<file path="config.mk">
export PLATFORM = sky130hd
export DESIGN_NAME = zbt_pixel_writer_flat
export DESIGN_NICKNAME = d
export VERILOG_FILES = /design/src/rtl/zbt_pixel_writer_pkg.sv /design/src/rtl/zbt_pixel_writer_if.sv /design/src/rtl/zbt_wr_fifo.sv /design/src/rtl/zbt_pixel_writer.sv /design/src/flat_wrapper.sv
export SDC_FILE = /design/constraint.sdc
export NUM_CORES = 1
export LEC_CHECK = 0
export BUFFER_PORTS_ARGS = -buffer_cell sky130_fd_sc_hd__buf_2
export CELL_PAD_IN_SITES_DETAIL_PLACEMENT = 0
export CELL_PAD_IN_SITES_GLOBAL_PLACEMENT = 2
export CORE_MARGIN = 4
export CORE_UTILIZATION = 25
export DETAILED_ROUTE_END_ITERATION = 7
export GPL_TIMING_DRIVEN = 0
export PLACE_DENSITY = 0.59
export SYNTH_ARGS = -nofsm -noshare
export SYNTH_HDL_FRONTEND = slang
export SYNTH_SLANG_ARGS = --single-unit
</file>
<file path="constraint.sdc">
create_clock -name clock -period 9.8 [get_ports clock]
set_input_delay 1.96 -clock clock [delete_from_list [all_inputs] [get_ports clock]]
set_output_delay 1.96 -clock clock [all_outputs]
set_load 0.05 [all_outputs]
</file>
<file path="src/rtl/zbt_pixel_writer_pkg.sv">
// Shared widths, the write-FIFO entry type and the pixel reduction helper.
package zbt_pixel_writer_pkg;

  localparam int ZBT_AW     = 19;
  localparam int ZBT_DW     = 36;
  localparam int PIX_W      = 18;
  localparam int FIFO_DEPTH = 4;
  localparam int FIFO_PW    = 2;
  localparam int FIFO_CW    = 3;

  typedef struct packed {
    logic [ZBT_AW-1:0] addr;
    logic [ZBT_DW-1:0] data;
  } wr_entry_t;

  // Keep the top six bits of each colour channel.
  function automatic logic [PIX_W-1:0] pix_reduce(input logic [23:0] rgb);
    return {rgb[23:18], rgb[15:10], rgb[7:2]};
  endfunction

endpackage

</file>
<file path="src/rtl/zbt_pixel_writer_if.sv">
// Pixel stream in, ZBT write port out. Latency n/a (wires only).
// No backpressure on pixels; the ZBT side is paced by wr_grant.
interface zbt_pixel_writer_if;

  logic                                    pix_valid;
  logic [23:0]                             pix_rgb;
  logic [10:0]                             pix_hcount;
  logic [9:0]                              pix_vcount;
  logic                                    frame_start;
  logic                                    wr_grant;
  logic                                    zbt_we;
  logic [zbt_pixel_writer_pkg::ZBT_AW-1:0] zbt_addr;
  logic [zbt_pixel_writer_pkg::ZBT_DW-1:0] zbt_wdata;
  logic                                    overflow;
  logic                                    orphan;

  modport master (
    output pix_valid, pix_rgb, pix_hcount, pix_vcount, frame_start, wr_grant,
    input  zbt_we, zbt_addr, zbt_wdata, overflow, orphan
  );

  modport slave (
    input  pix_valid, pix_rgb, pix_hcount, pix_vcount, frame_start, wr_grant,
    output zbt_we, zbt_addr, zbt_wdata, overflow, orphan
  );

endinterface

</file>
<file path="src/rtl/zbt_wr_fifo.sv">
// 4-entry synchronous write FIFO; head is visible combinationally on pop_dat.
// A push into a full FIFO is accepted only when a pop happens in the same cycle.
module zbt_wr_fifo
  import zbt_pixel_writer_pkg::*;
(
  input  logic               clock,
  input  logic               reset,
  input  logic               push,
  input  wr_entry_t          push_dat,
  input  logic               pop,
  output wr_entry_t          pop_dat,
  output logic               full,
  output logic               empty,
  output logic [FIFO_CW-1:0] count
);

  wr_entry_t          mem [FIFO_DEPTH];
  logic [FIFO_PW-1:0] wr_ptr;
  logic [FIFO_PW-1:0] rd_ptr;
  logic               do_push;
  logic               do_pop;

  assign empty   = (count == '0);
  assign full    = (count == FIFO_CW'(FIFO_DEPTH));
  assign do_pop  = pop && !empty;
  assign do_push = push && (!full || do_pop);
  assign pop_dat = mem[rd_ptr];

  always_ff @(posedge clock) begin
    if (do_push) mem[wr_ptr] <= push_dat;
  end

  always_ff @(posedge clock or posedge reset) begin
    if (reset) begin
      wr_ptr <= '0;
      rd_ptr <= '0;
      count  <= '0;
    end else begin
      if (do_push) wr_ptr <= wr_ptr + 1'b1;
      if (do_pop)  rd_ptr <= rd_ptr + 1'b1;
      case ({do_push, do_pop})
        2'b10:   count <= count + 1'b1;
        2'b01:   count <= count - 1'b1;
        default: count <= count;
      endcase
    end
  end

endmodule

</file>
<file path="src/rtl/zbt_pixel_writer.sv">
// Pairs even/odd pixels into 36-bit ZBT words; 2 cycles from completing pixel to zbt_we.
// Words queue in a 4-deep FIFO drained on wr_grant; a push into a full FIFO is dropped and flagged.
module zbt_pixel_writer
  import zbt_pixel_writer_pkg::*;
(
  input  logic             clock,
  input  logic             reset,
  zbt_pixel_writer_if.slave bus
);

  logic               hold_valid;
  logic [9:0]         hold_v;
  logic [9:0]         hold_h;
  logic [PIX_W-1:0]   hold_pix;

  logic               stg_vld;
  wr_entry_t          stg_dat;

  logic [PIX_W-1:0]   pix18;
  logic               hold_live;
  logic               is_even;
  logic               key_match;
  logic               push_new;
  wr_entry_t          push_entry;
  logic               orphan_set;

  wr_entry_t          head;
  logic               fifo_full;
  logic               fifo_empty;
  logic [FIFO_CW-1:0] fifo_count;
  logic               pop;

  logic               we_q;
  logic [ZBT_AW-1:0]  addr_q;
  logic [ZBT_DW-1:0]  wdata_q;
  logic               overflow_q;
  logic               orphan_q;

  // frame_start takes effect before the pixel of the same cycle is looked at.
  always_comb begin
    pix18      = pix_reduce(bus.pix_rgb);
    hold_live  = hold_valid && !bus.frame_start;
    is_even    = !bus.pix_hcount[0];
    key_match  = hold_live && (hold_v == bus.pix_vcount) && (hold_h == bus.pix_hcount[10:1]);
    push_new   = 1'b0;
    push_entry = '0;
    orphan_set = 1'b0;
    if (bus.pix_valid) begin
      if (is_even) begin
        if (hold_live) begin
          push_new        = 1'b1;
          push_entry.addr = {hold_v, hold_h[8:0]};
          push_entry.data = {{PIX_W{1'b0}}, hold_pix};
        end
      end else if (key_match) begin
        push_new        = 1'b1;
        push_entry.addr = {hold_v, hold_h[8:0]};
        push_entry.data = {pix18, hold_pix};
      end else begin
        orphan_set = 1'b1;
      end
    end
  end

  always_ff @(posedge clock or posedge reset) begin
    if (reset) begin
      hold_valid <= 1'b0;
      hold_v     <= '0;
      hold_h     <= '0;
      hold_pix   <= '0;
    end else begin
      if (bus.frame_start) hold_valid <= 1'b0;
      if (bus.pix_valid) begin
        if (is_even) begin
          hold_valid <= 1'b1;
          hold_v     <= bus.pix_vcount;
          hold_h     <= bus.pix_hcount[10:1];
          hold_pix   <= pix18;
        end else if (key_match) begin
          hold_valid <= 1'b0;
        end
      end
    end
  end

  // One register stage ahead of the FIFO sets the 2-cycle write latency.
  always_ff @(posedge clock or posedge reset) begin
    if (reset) begin
      stg_vld <= 1'b0;
      stg_dat <= '0;
    end else begin
      stg_vld <= push_new;
      stg_dat <= push_entry;
    end
  end

  assign pop = bus.wr_grant && !fifo_empty;

  zbt_wr_fifo u_fifo (
    .clock    (clock),
    .reset    (reset),
    .push     (stg_vld),
    .push_dat (stg_dat),
    .pop      (pop),
    .pop_dat  (head),
    .full     (fifo_full),
    .empty    (fifo_empty),
    .count    (fifo_count)
  );

  always_ff @(posedge clock or posedge reset) begin
    if (reset) begin
      we_q       <= 1'b0;
      addr_q     <= '0;
      wdata_q    <= '0;
      overflow_q <= 1'b0;
      orphan_q   <= 1'b0;
    end else begin
      we_q <= pop;
      if (pop) begin
        addr_q  <= head.addr;
        wdata_q <= head.data;
      end
      overflow_q <= (overflow_q && !bus.frame_start) || (stg_vld && fifo_full && !pop);
      orphan_q   <= (orphan_q && !bus.frame_start) || orphan_set;
    end
  end

  assign bus.zbt_we    = we_q;
  assign bus.zbt_addr  = addr_q;
  assign bus.zbt_wdata = wdata_q;
  assign bus.overflow  = overflow_q;
  assign bus.orphan    = orphan_q;

endmodule

</file>
<file path="src/flat_wrapper.sv">
// flat-port wrapper written by rule: the top's interface ports become plain ports
module zbt_pixel_writer_flat import zbt_pixel_writer_pkg::*;
  (clock, reset, bus_pix_valid, bus_pix_rgb, bus_pix_hcount, bus_pix_vcount, bus_frame_start, bus_wr_grant, bus_zbt_we, bus_zbt_addr, bus_zbt_wdata, bus_overflow, bus_orphan);
  zbt_pixel_writer_if bus_i ();
  input  logic clock;
  input  logic reset;
  input wire logic [$bits(bus_i.pix_valid)-1:0] bus_pix_valid;
  input wire logic [$bits(bus_i.pix_rgb)-1:0] bus_pix_rgb;
  input wire logic [$bits(bus_i.pix_hcount)-1:0] bus_pix_hcount;
  input wire logic [$bits(bus_i.pix_vcount)-1:0] bus_pix_vcount;
  input wire logic [$bits(bus_i.frame_start)-1:0] bus_frame_start;
  input wire logic [$bits(bus_i.wr_grant)-1:0] bus_wr_grant;
  output wire logic [$bits(bus_i.zbt_we)-1:0] bus_zbt_we;
  output wire logic [$bits(bus_i.zbt_addr)-1:0] bus_zbt_addr;
  output wire logic [$bits(bus_i.zbt_wdata)-1:0] bus_zbt_wdata;
  output wire logic [$bits(bus_i.overflow)-1:0] bus_overflow;
  output wire logic [$bits(bus_i.orphan)-1:0] bus_orphan;
  assign bus_i.pix_valid = bus_pix_valid;
  assign bus_i.pix_rgb = bus_pix_rgb;
  assign bus_i.pix_hcount = bus_pix_hcount;
  assign bus_i.pix_vcount = bus_pix_vcount;
  assign bus_i.frame_start = bus_frame_start;
  assign bus_i.wr_grant = bus_wr_grant;
  assign bus_zbt_we = bus_i.zbt_we;
  assign bus_zbt_addr = bus_i.zbt_addr;
  assign bus_zbt_wdata = bus_i.zbt_wdata;
  assign bus_overflow = bus_i.overflow;
  assign bus_orphan = bus_i.orphan;
  zbt_pixel_writer u_core (.clock(clock), .reset(reset), .bus(bus_i));
endmodule
</file>
==> summary.txt, run 1 <==
TNS Setup: 0 ns
Max IR drop VDD: 0.111 mV
Die height: 245 µm
Async set-reset flop share out of synthesis: 42.1%
Largest net degree at the start of global routing: 96
XOR/XNOR share of the synthesized area: 1.31%
CTS tree: done
Number of post-CTS setup repair buffers: 0
Final Power: 0.00484 W
Remaining antenna violation count: 0
Crit Path Class: in -> reg
Syn Area/Cell: 17.2 µm²
Area share of fa/ha/maj cells after synthesis: 0.588%
#FFs+latches synth: 380
Post-synthesis cell area: 14,100 µm²
Crit path required time: 10.23 ns
Final period util: 38.6%
CTS Buffer Depth: 3
# IOs: 108
Slew Viols, Final: 0
Ant diodes: 0
Post-Route WL: 32.2 mm
Slew headroom: 44.5%
DR WL/cell: 18.5 µm
Initial antenna violation count: 3
Synth Area in Simple Gates: 6.42%
Final-stage net count: 1,022
Main flop type after synthesis: edfxtp_1
Final Wtd Congestion: 0.693
Synth Area in Compound Gates: 2.53%
CTS Hold Bufs: 0
Hold WC Path Type: reg -> reg
Pre-CTS setup slack: 5.41 ns
Vias in the first global route: 7,732
Final Hold Vio Count: 0
CTS Sinks: 380
Crit start category: primary input
Main combinational cell family by area after synthesis: multiplexers
EDFF count, synth: 220
Die X: 245 µm
Total global-route track usage: 10.9%
P per Cell Area: 285 nW/µm²
Pleak: 6.65 nW
H-Tree Depth: 2
Netlist cell types: 35
Final worst slack: 6.02 ns
YS warnings: 0
# port buffers: 101
Multiplexer share of the synthesized area: 11.9%
CORE AREA: 55,400 µm²
Num CTS Buffers: 41
Die ar.: 60,100 µm²
Max Clk Rate: 265 MHz
Crit-path max FO: 10
Setup-failing EPs final: 0
GRT Residual Overflow: 0
Post-DP Area: 15,600 µm²
Placement Rows: 86
DR vias/cell: 4.07
Initial DRC count: 400
Area growth syn-to-layout: 21.1%
Reg clk slew, reported paths: 0.06 ns
RSZ-0062 raised after global routing: false
Status: complete, no violations
Post-CTS Resized: 0
Worst Skew: 0.0221 ns
Via count: 7,104
Fillers: 5,528
CP Capture Type: flip-flop
CTS root buf: clkbuf_16
Worst-Skew Late Latency: 0.54 ns
Net Count, Synth: 873
Finished Cell Area: 17,000 µm²
DRC viols: 0
Initial Util: 25.4%
Worst Path Arrival: 4.20 ns
DP HPWL: 20.8 mm
Pre-antenna DRT Iters: 4
First-pass GRT wire length: 49.4 mm
Post-synthesis cell count: 817
Total of max-cap violations: 0
Share of cells above drive strength 1: 28.4%
Sequential fraction of the synthesis area: 75.5%
Worst-Margin Slew: 0.832 ns
Tmin final: 3.78 ns
==> cells in the mapped netlist, drive strengths merged (2+ instances only) <==
master  number  area share, %
edfxtp     220             47
nand2      170            4.5
dfrtp      160             28
mux4        55            8.8
mux2        37            3.0
o21a        37            2.0
and2        23            1.0
buf         21           0.87
clkbuf      19           0.51
xor2        17            1.1
inv         16           0.43
ha           5           0.45
nand2b       5           0.22
o21ai        5           0.18
xnor2        4           0.25
nor2         3          0.080
nor3         3           0.14
nand4        2          0.089
nor2b        2          0.089
nor4         2          0.089
==> sequential cells by signal (all words and copies together), names as in the netlist <==
signal / flops
u_core.bus.zbt_wdata: 36
u_core.u_fifo.count: 3
u_core.u_fifo.mem: 220
u_core.hold_pix: 18
u_core.bus.orphan: 1
u_core.hold_h: 10
u_core.stg_vld: 1
u_core.bus.zbt_addr: 19
u_core.hold_valid: 1
u_core.bus.zbt_we: 1
u_core.hold_v: 10
u_core.u_fifo.wr_ptr: 2
u_core.bus.overflow: 1
u_core.u_fifo.rd_ptr: 2
u_core.stg_dat: 55
==> worst paths after layout <==
check	startpoint	to	cells past startpoint	slack, ns
hold / removal	u_core.bus.zbt_wdata[25]$_DFFE_PP0P_	u_core.bus.zbt_wdata[25]$_DFFE_PP0P_	2	0.46
min in group asynchronous	reset	u_core.bus.zbt_addr[7]$_DFFE_PP0P_	2	1.46
setup / recovery	bus_wr_grant	u_core.u_fifo.count[2]$_DFFE_PP0P_	11	6.02
max in group asynchronous	reset	u_core.bus.zbt_wdata[35]$_DFFE_PP0P_	3	7.44
hold reg to reg	u_core.bus.zbt_wdata[25]$_DFFE_PP0P_	u_core.bus.zbt_wdata[25]$_DFFE_PP0P_	2	0.46
setup reg to reg	u_core.u_fifo.count[0]$_DFFE_PP0P_	u_core.u_fifo.count[2]$_DFFE_PP0P_	10	6.68
==> layer usage <==
layer	track usage [%]	part of all wire (%)	routed length, µm
met5	0	0.13	41
met4	2.55	1.8	593
met3	2.64	4.5	1460
met2	18.3	49	15800
met1	14.3	44	14300
==> cells in the final DEF, fill, tap and decap left out, types with 2 or more instances in the layout <==
cell type and n:
mux2_2 37, nor2b_1 2, buf_6 4, clkbuf_1 26, nand2b_1 5, nor2_1 3, nand2_1 170, clkinv_2 12
nand4_1 2, buf_16 4, edfxtp_1 220, inv_1 15, and2_1 19, mux4_2 55, buf_2 109, buf_1 8
bufinv_16 4, ha_1 5, o21ai_0 5, xnor2_1 4, clkbuf_16 43, clkbuf_8 5, and2_4 4, clkinv_1 3
xor2_1 17, nor4_1 2, dfrtp_1 160, o21a_1 37, nor3_1 2
==> area by class of cell <==
cell class / count / area [µm²] / area share [%]
plain buffers: 40 / 194 / 1.14
inverters: 16 / 67.6 / 0.397
clock inverters: 21 / 208 / 1.22
flip-flops and latches: 380 / 10600 / 62.3
multi-input cells: 381 / 3200 / 18.8
repair buffers: 106 / 636 / 3.73
well taps: 748 / 936 / 5.50
clock buffers: 55 / 1170 / 6.88
==> logic make-up after synthesis <==
family	after synthesis
buffers and inverters	56
flip-flops	380
multiplexers	93
XOR/XNOR	21
adder cells (fa/ha/maj)	6
AND/OR/NAND/NOR	213
AO/OA/AOI/OAI	48
==> metrics by stage <==
| stage | util (%) | std cells | hold slack [ns] |
|---|---|---|---|
| finish | 30.7 | 1747 | 0.465 |
| global route | 30.7 | 1747 | 0.473 |
| CTS | 30.7 | 1747 | 0.472 |
| detailed placement | 28.2 | 1671 | 0.457 |
| global placement | 28.0 | 1666 | 0.458 |
| floorplan | - | 817 | 0.442 |
==> power by group <==
part           switching [W]  internal, W
sequential         0.0000951      0.00188
clock               0.000623     0.000946
combinational       0.000885     0.000420
==> critical path, stage by stage <==
cell      delay (ns)
buf_2           0.11
o31ai_1         0.18
buf_2           0.48
clkbuf_1        0.46
inv_1           0.16
ha_1            0.25
inv_1           0.07
fa_1            0.17
xor2_1          0.15
nor2_1          0.07
xor2_1          0.14
Power figures use the tool's default switching activity.
==> run 2: changes to the inputs <==
--- a/config.mk
+++ b/config.mk
@@ -12,7 +12,7 @@
 export CORE_UTILIZATION = 25
 export DETAILED_ROUTE_END_ITERATION = 7
 export GPL_TIMING_DRIVEN = 0
-export PLACE_DENSITY = 0.59
+export PLACE_DENSITY = 0.61
 export SYNTH_ARGS = -nofsm -noshare
 export SYNTH_HDL_FRONTEND = slang
 export SYNTH_SLANG_ARGS = --single-unit
==> constraint.sdc (replaced) <==
create_clock -name clock -period 3.2 [get_ports clock]
set_input_delay 0.64 -clock clock [delete_from_list [all_inputs] [get_ports clock]]
set_output_delay 0.64 -clock clock [all_outputs]
set_load 0.05 [all_outputs]
==> run 2 against run 1 <==
Sequential power rose to 3.1 times the previous value. Design area rose by 0.21%. Largest power group unchanged. Register-to-register slack got worse by 6.1 ns. Critical path depth fell by 2. First-iteration DRC count fell by 25%. Sequential share of layout area fell by 0.13 points. Cell count fell by 0.11%. Largest cell class unchanged. Critical path type is now reg -> reg.
==> summary.txt, run 2 (synthesized netlist as in run 1, its figures left out) <==
Status: complete, no violations
Comb power frac: 27.1%
Final Power: 0.0148 W
Worst-Skew Late Latency: 0.53 ns
Die X: 245 µm
Pleak: 6.64 nW
Worst Path Arrival: 2.99 ns
Total global-route track usage: 10.8%
Finished Cell Area: 17,100 µm²
CORE AREA: 55,400 µm²
End of the worst register-to-register path: u_core.u_fifo.count[2]$_DFFE_PP0P_
Placement Rows: 86
Initial Util: 25.4%
Vias in the first global route: 7,748
Die ar.: 60,100 µm²
Fin util: 30.8%
DRC viols: 0
Fillers: 5,475
GRT Residual Overflow: 0
Worst-Margin Slew: 0.844 ns
Max reg flops: 220
H-Tree Depth: 2
Final-stage net count: 1,022
First-pass GRT wire length: 49.1 mm
Area growth syn-to-layout: 21.4%
Reg clk slew, reported paths: 0.06 ns
DP HPWL: 21.4 mm
Largest reg by FF count: u_core.u_fifo.mem
Int Pwr: 0.00993 W
Initial antenna violation count: 4
# IOs: 108
Hold WC Path Type: in -> async
Placed cell count: 1,674
Most common cell after layout, fill and taps aside: edfxtp_1
Tmin final: 2.59 ns
Post-Route WL: 32.0 mm
CTS root buf: clkbuf_16
Crit start category: flip-flop
Total of max-cap violations: 0
Critical-path top delay cell: buf_2
Final Hold Vio Count: 0
CP Capture Type: flip-flop
P per Cell Area: 868 nW/µm²
Via count: 7,074
FF-to-FF path depth: 9
Reg2reg setup slack: 0.61 ns
Pre-CTS setup slack: -0.0170 ns
Worst r2r src: u_core.u_fifo.count[0]$_DFFE_PP0P_
Final Wtd Congestion: 0.680
Commonest non-fill, non-tap cells in the layout: edfxtp_1, nand2_1, dfrtp_1, buf_2, mux4_2
Clk pwr share: 32.1%
RSZ-0062 raised after global routing: false
CTS tree: done
Critical Path Max Stage Delay: 0.54 ns
DR vias/cell: 4.05
Num CTS Buffers: 39
Fin cells: 1,745
# port buffers: 101
Slew Viols, Final: 0
Largest net degree at the start of global routing: 43
Final period util: 80.9%
Crit path required time: 3.60 ns
Slew headroom: 43.7%
Final worst slack: 0.611 ns
Crit Path Class: reg -> reg
Post-DP Area: 15,700 µm²
Flop pwr share: 40.8%
Crit-path max FO: 19
Remaining antenna violation count: 0
Crit path cell chain: o31ai_2 -> buf_2 -> inv_1 -> ha_1 -> inv_1 -> fa_1 -> xor2_1 -> nor2_1 -> xor2_1
NetSw: 0.00487 W
Die height: 245 µm
Share of cells above drive strength 1: 28.4%
Pre-antenna DRT Iters: 4
Worst Skew: 0.0144 ns
Setup-failing EPs final: 0
Number of post-CTS setup repair buffers: 0
CTS Buffer Depth: 3
CTS Hold Bufs: 0
Initial DRC count: 300
Max IR drop VDD: 0.444 mV
Sw Ratio: 32.9%
DR WL/cell: 18.3 µm
CTS Sinks: 380
Max Clk Rate: 386 MHz
## run 2: repair_timing
| action | CTS | global route |
|---|---|---|
| gates cloned | 0 | 0 |
| gates resized for setup | 1 | 0 |
| endpoints found under the setup margin | 1 | 1 |
## run 2: worst max-delay path, delay by kind of cell (launching register included)
kind	cells	cell delay [ns]
buf+inv	3	0.76
compound gates	1	0.48
xor+xnor	2	0.29
flops	1	0.43
simple gates	1	0.08
fa+ha+maj	2	0.42
## run 2: worst max path at each step
| stage | startpoint | to | slack, ns | cells past startpoint |
|---|---|---|---|---|
| after global routing | u_core.u_fifo.count[0]$_DFFE_PP0P_ | u_core.u_fifo.count[2]$_DFFE_PP0P_ | 0.30 | 9 |
| final | u_core.u_fifo.count[0]$_DFFE_PP0P_ | u_core.u_fifo.count[2]$_DFFE_PP0P_ | 0.61 | 9 |
| after floorplan | bus_wr_grant | u_core.u_fifo.mem[0][0]$_DFFE_PP_ | 0.43 | 4 |
| after CTS | u_core.u_fifo.count[0]$_DFFE_PP0P_ | u_core.u_fifo.count[2]$_DFFE_PP0P_ | 0.17 | 10 |
| after detailed placement | u_core.u_fifo.count[0]$_DFFE_PP0P_ | u_core.u_fifo.count[2]$_DFFE_PP0P_ | -0.02 | 10 |
| after global placement | bus_wr_grant | u_core.u_fifo.mem[2][36]$_DFFE_PP_ | -1.17 | 5 |
## run 2: cell type report
type	count	area, µm²	area share (%)
antenna	1	2.50	0.0147
buffer	39	190	1.12
clock buffer	55	1140	6.68
clock inverter	16	215	1.26
inverter	16	63.8	0.374
multi-input combinational	381	3200	18.8
sequential	380	10600	62.2
tap	748	936	5.49
timing repair buffer	109	696	4.08
## run 2: power groups by stage
stage,registers (W),clock network [W],logic (W)
4_1_cts,0.00605,0.00489,0.00418
5_1_grt,0.00612,0.00509,0.00438
6_report,0.00604,0.00475,0.00402
2_1_floorplan,0.00735,0,0.00172
3_3_place_gp,0.00615,0,0.00411
3_5_place_dp,0.00615,0,0.00417
## run 2: routing by layer
metal  GRT usage, %  up-vias  share of wire, %
met5              0        -             0.084
met4           2.18        4               1.5
met3           2.74       39               5.3
met2           17.7      124                48
met1           14.5     3643                45
li1               -     3264                 -
## run 2: metrics by stage
step           hold WS [ns]  TNS [ns]
2_1_floorplan         0.442         0
3_3_place_gp          0.457   -404.91
3_5_place_dp          0.457   -0.0170
4_1_cts               0.167         0
5_1_grt               0.187         0
6_report              0.165         0
